`config.mk`:
```
export PLATFORM = sky130hd
export DESIGN_NAME = reg_writeback_ctrl
export DESIGN_NICKNAME = d
export VERILOG_FILES = /design/src/rtl/reg_writeback_ctrl_pkg.sv /design/src/rtl/reg_writeback_ctrl_fifo.sv /design/src/rtl/reg_writeback_ctrl.sv
export SDC_FILE = /design/constraint.sdc
export NUM_CORES = 1
export LEC_CHECK = 0
export CAP_MARGIN = 10
export CELL_PAD_IN_SITES_DETAIL_PLACEMENT = 0
export CELL_PAD_IN_SITES_GLOBAL_PLACEMENT = 1
export CORE_MARGIN = 8
export CORE_UTILIZATION = 35
export CTS_CLUSTER_SIZE = 40
export DETAILED_ROUTE_END_ITERATION = 8
export PLACE_DENSITY_LB_ADDON = 0.12
export SYNTH_ARGS = -nofsm -noshare
export SYNTH_HDL_FRONTEND = slang
export SYNTH_SLANG_ARGS = --single-unit
```
`constraint.sdc`:
```
create_clock -name clk -period 5.4 [get_ports clk]
set_input_delay 1.08 -clock clk [delete_from_list [all_inputs] [get_ports clk]]
set_output_delay 1.08 -clock clk [all_outputs]
set_load 0.01 [all_outputs]
```
`src/rtl/reg_writeback_ctrl_pkg.sv`:
```
// Shared types for the register writeback controller: queue depth default,
// queued entry layout and the arbitration source encoding.
package regwb_pkg;

  localparam int unsigned WB_DEPTH = 4;

  typedef struct packed {
    logic [4:0]  rd;
    logic [31:0] data;
  } wb_entry_t;

  typedef enum logic {
    SRC_LD  = 1'b0,
    SRC_ALU = 1'b1
  } wb_src_t;

endpackage

```
`src/rtl/reg_writeback_ctrl_fifo.sv`:
```
// Circular writeback queue. Exposes per-slot valid bits, slot contents and
// the read pointer so the parent can scan entries in age order.
module wb_fifo
  import regwb_pkg::*;
#(
  parameter int unsigned DEPTH = WB_DEPTH,
  localparam int unsigned PW = $clog2(DEPTH)
) (
  input  logic                    clk,
  input  logic                    rst_n,
  input  logic                    push,
  input  wb_entry_t               push_entry,
  input  logic                    pop,
  output logic                    full,
  output logic                    empty,
  output logic [PW-1:0]           rd_ptr,
  output logic [DEPTH-1:0]        entry_valid,
  output wb_entry_t [DEPTH-1:0]   entries
);

  logic [PW-1:0] wr_ptr;
  logic [PW:0]   count;

  assign full  = (count == (PW+1)'(DEPTH));
  assign empty = (count == '0);

  // Pointer, occupancy and slot updates; pointers wrap naturally at DEPTH.
  always_ff @(posedge clk or negedge rst_n) begin
    if (!rst_n) begin
      wr_ptr      <= '0;
      rd_ptr      <= '0;
      count       <= '0;
      entry_valid <= '0;
      entries     <= '0;
    end else begin
      if (push) begin
        entries[wr_ptr]     <= push_entry;
        entry_valid[wr_ptr] <= 1'b1;
        wr_ptr              <= wr_ptr + 1'b1;
      end
      if (pop) begin
        entry_valid[rd_ptr] <= 1'b0;
        rd_ptr              <= rd_ptr + 1'b1;
      end
      if (push && !pop)
        count <= count + 1'b1;
      else if (pop && !push)
        count <= count - 1'b1;
    end
  end

endmodule

```
`src/rtl/reg_writeback_ctrl.sv`:
```
// Writeback controller: arbitrates ALU/load results into an in-order queue,
// drains it to the register-file write port, and forwards pending data.
module reg_writeback_ctrl
  import regwb_pkg::*;
#(
  parameter int unsigned DEPTH = WB_DEPTH
) (
  input  logic        clk,
  input  logic        rst_n,
  input  logic        alu_valid,
  input  logic [4:0]  alu_rd,
  input  logic [31:0] alu_data,
  output logic        alu_ready,
  input  logic        ld_valid,
  input  logic [4:0]  ld_rd,
  input  logic [31:0] ld_data,
  output logic        ld_ready,
  input  logic        wb_stall,
  output logic [4:0]  write_register,
  output logic [31:0] write_data,
  output logic        regwrite_ctrl,
  input  logic [4:0]  byp_addr_1,
  input  logic [4:0]  byp_addr_2,
  output logic        byp_hit_1,
  output logic [31:0] byp_data_1,
  output logic        byp_hit_2,
  output logic [31:0] byp_data_2,
  output logic [31:0] busy_o
);

  localparam int unsigned PW = $clog2(DEPTH);

  wb_src_t                prio, prio_next;
  logic                   full, empty, ld_go, alu_go, push, pop;
  wb_entry_t              acc_entry, head;
  logic [PW-1:0]          rd_ptr, idx;
  logic [DEPTH-1:0]       ent_valid;
  wb_entry_t [DEPTH-1:0]  ents;

  assign ld_ready  = !full && (!alu_valid || prio == SRC_LD);
  assign alu_ready = !full && (!ld_valid  || prio == SRC_ALU);
  assign ld_go     = ld_valid  && ld_ready;
  assign alu_go    = alu_valid && alu_ready;
  assign pop       = !empty && !wb_stall;
  assign head      = ents[rd_ptr];

  // Round-robin state: the loser of a granted contested cycle wins next time.
  always_ff @(posedge clk or negedge rst_n) begin
    if (!rst_n) prio <= SRC_LD;
    else        prio <= prio_next;
  end

  // Next arbitration state and the selected request; rd=0 is accepted but dropped.
  always_comb begin
    prio_next = prio;
    if (ld_valid && alu_valid && !full)
      prio_next = (prio == SRC_LD) ? SRC_ALU : SRC_LD;
    acc_entry.rd   = ld_go ? ld_rd   : alu_rd;
    acc_entry.data = ld_go ? ld_data : alu_data;
    push = (ld_go || alu_go) && (acc_entry.rd != '0);
  end

  wb_fifo #(.DEPTH(DEPTH)) u_fifo (
    .clk         (clk),
    .rst_n       (rst_n),
    .push        (push),
    .push_entry  (acc_entry),
    .pop         (pop),
    .full        (full),
    .empty       (empty),
    .rd_ptr      (rd_ptr),
    .entry_valid (ent_valid),
    .entries     (ents)
  );

  // Register-file write port follows the head entry, zero when idle.
  always_comb begin
    regwrite_ctrl  = pop;
    write_register = pop ? head.rd   : '0;
    write_data     = pop ? head.data : '0;
  end

  // Scan oldest to youngest so the last match seen is the youngest write.
  always_comb begin
    busy_o     = '0;
    byp_hit_1  = 1'b0;
    byp_data_1 = '0;
    byp_hit_2  = 1'b0;
    byp_data_2 = '0;
    idx        = '0;
    for (int unsigned i = 0; i < DEPTH; i++) begin
      idx = rd_ptr + PW'(i);
      if (ent_valid[idx]) begin
        busy_o[ents[idx].rd] = 1'b1;
        if (byp_addr_1 != '0 && ents[idx].rd == byp_addr_1) begin
          byp_hit_1  = 1'b1;
          byp_data_1 = ents[idx].data;
        end
        if (byp_addr_2 != '0 && ents[idx].rd == byp_addr_2) begin
          byp_hit_2  = 1'b1;
          byp_data_2 = ents[idx].data;
        end
      end
    end
    busy_o[0] = 1'b0;
  end

endmodule

```
==> flow_summary.json <==
{
  "outcome": "complete, no violations",
  "worst_pin_slew_ns": 1.11,
  "drive_gt1_frac": 0.198,
  "syn_inst": 1446,
  "setup.worst_path.class": "reg -> out",
  "synth-main-ff-cell": "dfrtp_1",
  "grt_remaining_overflow": 0,
  "antenna_found_initial": 0,
  "synth_cell_types": 66,
  "slew_headroom": 0.259,
  "p_int_mw": 7.17,
  "crit_chain": "clkinv_1 -> ha_4 -> mux4_1 -> xnor2_1 -> and4_1 -> a211oi_4 -> buf_12 -> a221oi_2 -> o31ai_2 -> clkdlybuf4s50_1",
  "nFillCells": 3979,
  "ys_top_cells_by_count": "nand2_1 (206), dfrtp_1 (160), o21ai_0 (160)",
  "yosysTopAreaCell": "dfrtp_1",
  "drv_cap": 0,
  "clockBufferDepth": 2,
  "htree_levels": 4,
  "ys_seq_elements": 160,
  "async_flop_share": 1.00,
  "core_area_mm2": 0.0406,
  "synth.top_cell.area_share": 0.280,
  "critPathCaptureType": "output port",
  "first_pass_iters": 6,
  "clock_skew_ns": 0.0127,
  "crit_path_start_kind": "flip-flop",
  "rows": 74,
  "leakagePower_nw": 6.68,
  "slew_viol_final": 0,
  "p_sw_mw": 6.85,
  "grt_start_max_net_pins": 76,
  "crit_required_ns": 4.32,
  "tns_ns": 0,
  "die_y_um": 218,
  "synth.most_common_cell": "nand2_1",
  "fin_crit_sh": 0.971,
  "viasPerCell": 6.04,
  "setup_violations": 0,
  "powerDensity_mw_per_mm2": 788,
  "gp_congestion": 0.902,
  "rsz0062_at_grt": "no",
  "slowest_stage": "mux4_1",
  "pin_count": 227,
  "die_x_um": 218,
  "tritoncts": "done",
  "diodes": 0,
  "layout.nets": 1705,
  "avgSynthCellArea_um2": 9.88,
  "grt_pass1_wl_mm": 82.3,
  "synth_area_leaders": "dfrtp_1 (28%), mux4_2 (23%), o21ai_0 (5.6%), nand2_1 (5.4%), mux2i_1 (2.9%)",
  "combinationalPowerShare": 0.730,
  "path_max_fanout": 25,
  "ys_warn_count": 0,
  "routed_wl_mm": 53.3,
  "clk_latency_ns": 0.44,
  "arrival_ns": 4.16,
  "cts.clk_slew.worst_paths_ns": 0.07,
  "syn_nets": 1545,
  "syn-cell-area_mm2": 0.0143,
  "fmax_mhz": 191,
  "worstHoldPathType": "reg -> reg",
  "synth_seq_area_share": 0.280,
  "drt_iter0_markers": 1112,
  "num_vias": 13000,
  "area_growth_syn_to_layout_pct": 24.5,
  "wl_per_cell_um": 24.8,
  "die-area_mm2": 0.0475,
  "pre_cts_ws_ns": 0.360,
  "synth_edf_count": 0,
  "max_stage_delay_ns": 0.71,
  "clock-root-buffer": "clkbuf_16",
  "portBuffers": 225,
  "cts_buffers": 17,
  "seq_power_share": 0.178,
  "timing.final.crit_period_ns": 5.24,
  "switching_share": 0.488,
  "start_util": 0.352,
  "grt_pass1_vias": 13000,
  "setup_slack_ns": 0.157,
  "grtUsageTotal": 0.222,
  "drtAntennaViolNets": 0,
  "drcViolationCount": 0,
  "cts.sink_count": 160,
  "p_clk_frac": 0.092,
  "place_hpwl_mm": 37.5,
  "hold_viol": 0,
  "ir_drop_mv": 0.436
}
placed cells by master, fill, tap and decap left out, types with 30 or more instances in the layout:
cell | Yosys | final
mux4_2 | 145 | 146
mux2i_1 | 41 | 41
a211oi_1 | 39 | 35
clkdlybuf4s50_1 | 0 | 224
inv_1 | 31 | 30
xnor2_1 | 41 | 41
a31oi_1 | 32 | 32
buf_4 | 21 | 53
o21ai_0 | 160 | 158
nor3_1 | 69 | 69
dfrtp_1 | 160 | 158
nand2_1 | 206 | 206
nor3b_1 | 32 | 32
and2_1 | 35 | 35
nor2_1 | 61 | 57
final cells by class:
type / count / area (um^2) / area share
repair buffers: 289 / 2860 / 0.161
flip-flops and latches: 160 / 4010 / 0.226
clock buffers: 18 / 439 / 0.0247
clock inverters: 14 / 178 / 0.00999
multi-input cells: 1106 / 9510 / 0.535
inverters: 32 / 120 / 0.00675
well taps: 532 / 666 / 0.0374
power by group through the flow:
| stage | Sequential [mW] | Combinational [mW] | Clock, mW |
|---|---|---|---|
| after floorplan | 2.25 | 6.78 | 0 |
| after global placement | 2.44 | 10.2 | 0 |
| after detailed placement | 2.49 | 10.2 | 0 |
| after CTS | 2.47 | 10.2 | 1.33 |
| after global routing | 2.59 | 11.0 | 1.38 |
| final | 2.49 | 10.2 | 1.30 |
registers in the layout, summed over array words and instances (netlist names):
| register | cells |
|---|---|
| u_fifo.entry_valid | 4 |
| u_fifo.rd_ptr | 2 |
| u_fifo.count | 3 |
| u_fifo.entries | 148 |
| prio | 1 |
| u_fifo.wr_ptr | 2 |
layer usage:
metal  vias up  track usage  share of wire
met3        64       0.0391          0.059
met4         0       0.0506          0.017
met1      6554        0.304           0.45
met5         -            0              0
met2       511        0.363           0.48
li1       5872            -              -
stage by stage:
step,hold slack [ns],std cells,cell area (um^2),total power [mW],utilization
CTS,0.516,2149,17700,14.0,0.438
global placement,0.505,2117,17100,12.6,0.422
global route,0.538,2151,17800,15.0,0.438
floorplan,0.468,1446,14300,9.02,-
detailed placement,0.505,2117,17100,12.7,0.422
finish,0.517,2151,17800,14.0,0.438
worst paths after layout:
| kind | slack (ns) | to | startpoint | cells past startpoint |
|---|---|---|---|---|
| setup / recovery | 0.16 | byp_data_2[16] | u_fifo.rd_ptr[0] | 10 |
| hold / removal | 0.52 | u_fifo.count[2] | u_fifo.count[2] | 1 |
| setup reg to reg | 2.06 | u_fifo.count[1] | u_fifo.count[0] | 9 |
| hold reg to reg | 0.52 | u_fifo.count[2] | u_fifo.count[2] | 1 |
| max in group asynchronous | 3.65 | u_fifo.entries[124] | rst_n | 2 |
| min in group asynchronous | 0.61 | u_fifo.count[0] | rst_n | 1 |
what timing repair did:
item / in CTS / in global routing
setup buffers: 0 / 2
endpoints found under the setup margin: 0 / 35
hold buffers: 0 / 0
resized for setup: 0 / 9
worst max-delay path, delay by kind of cell, from the launching register on:
kind	cells	cell delay [ns]
muxes	1	0.71
adders and majority gates	1	0.43
and+or+nand+nor	1	0.25
DFF	1	0.41
AOI/OAI and AO/OA	3	0.72
buffers and inverters	3	0.98
xor gates and xnor gates	1	0.19
logic make-up (layout without fill, tap and decap cells):
family / after synthesis / in the layout / share of synthesized area
AO/OA/AOI/OAI: 370 / 370 / 0.182
AND/OR/NAND/NOR: 479 / 479 / 0.161
buffers and inverters: 180 / 353 / 0.0628
flip-flops: 160 / 160 / 0.280
multiplexers: 201 / 201 / 0.275
XOR/XNOR: 45 / 45 / 0.0289
other: 1 / 1 / 0.000262
adder cells (fa/ha/maj): 10 / 10 / 0.00928
(Power assumes the default switching activity.)
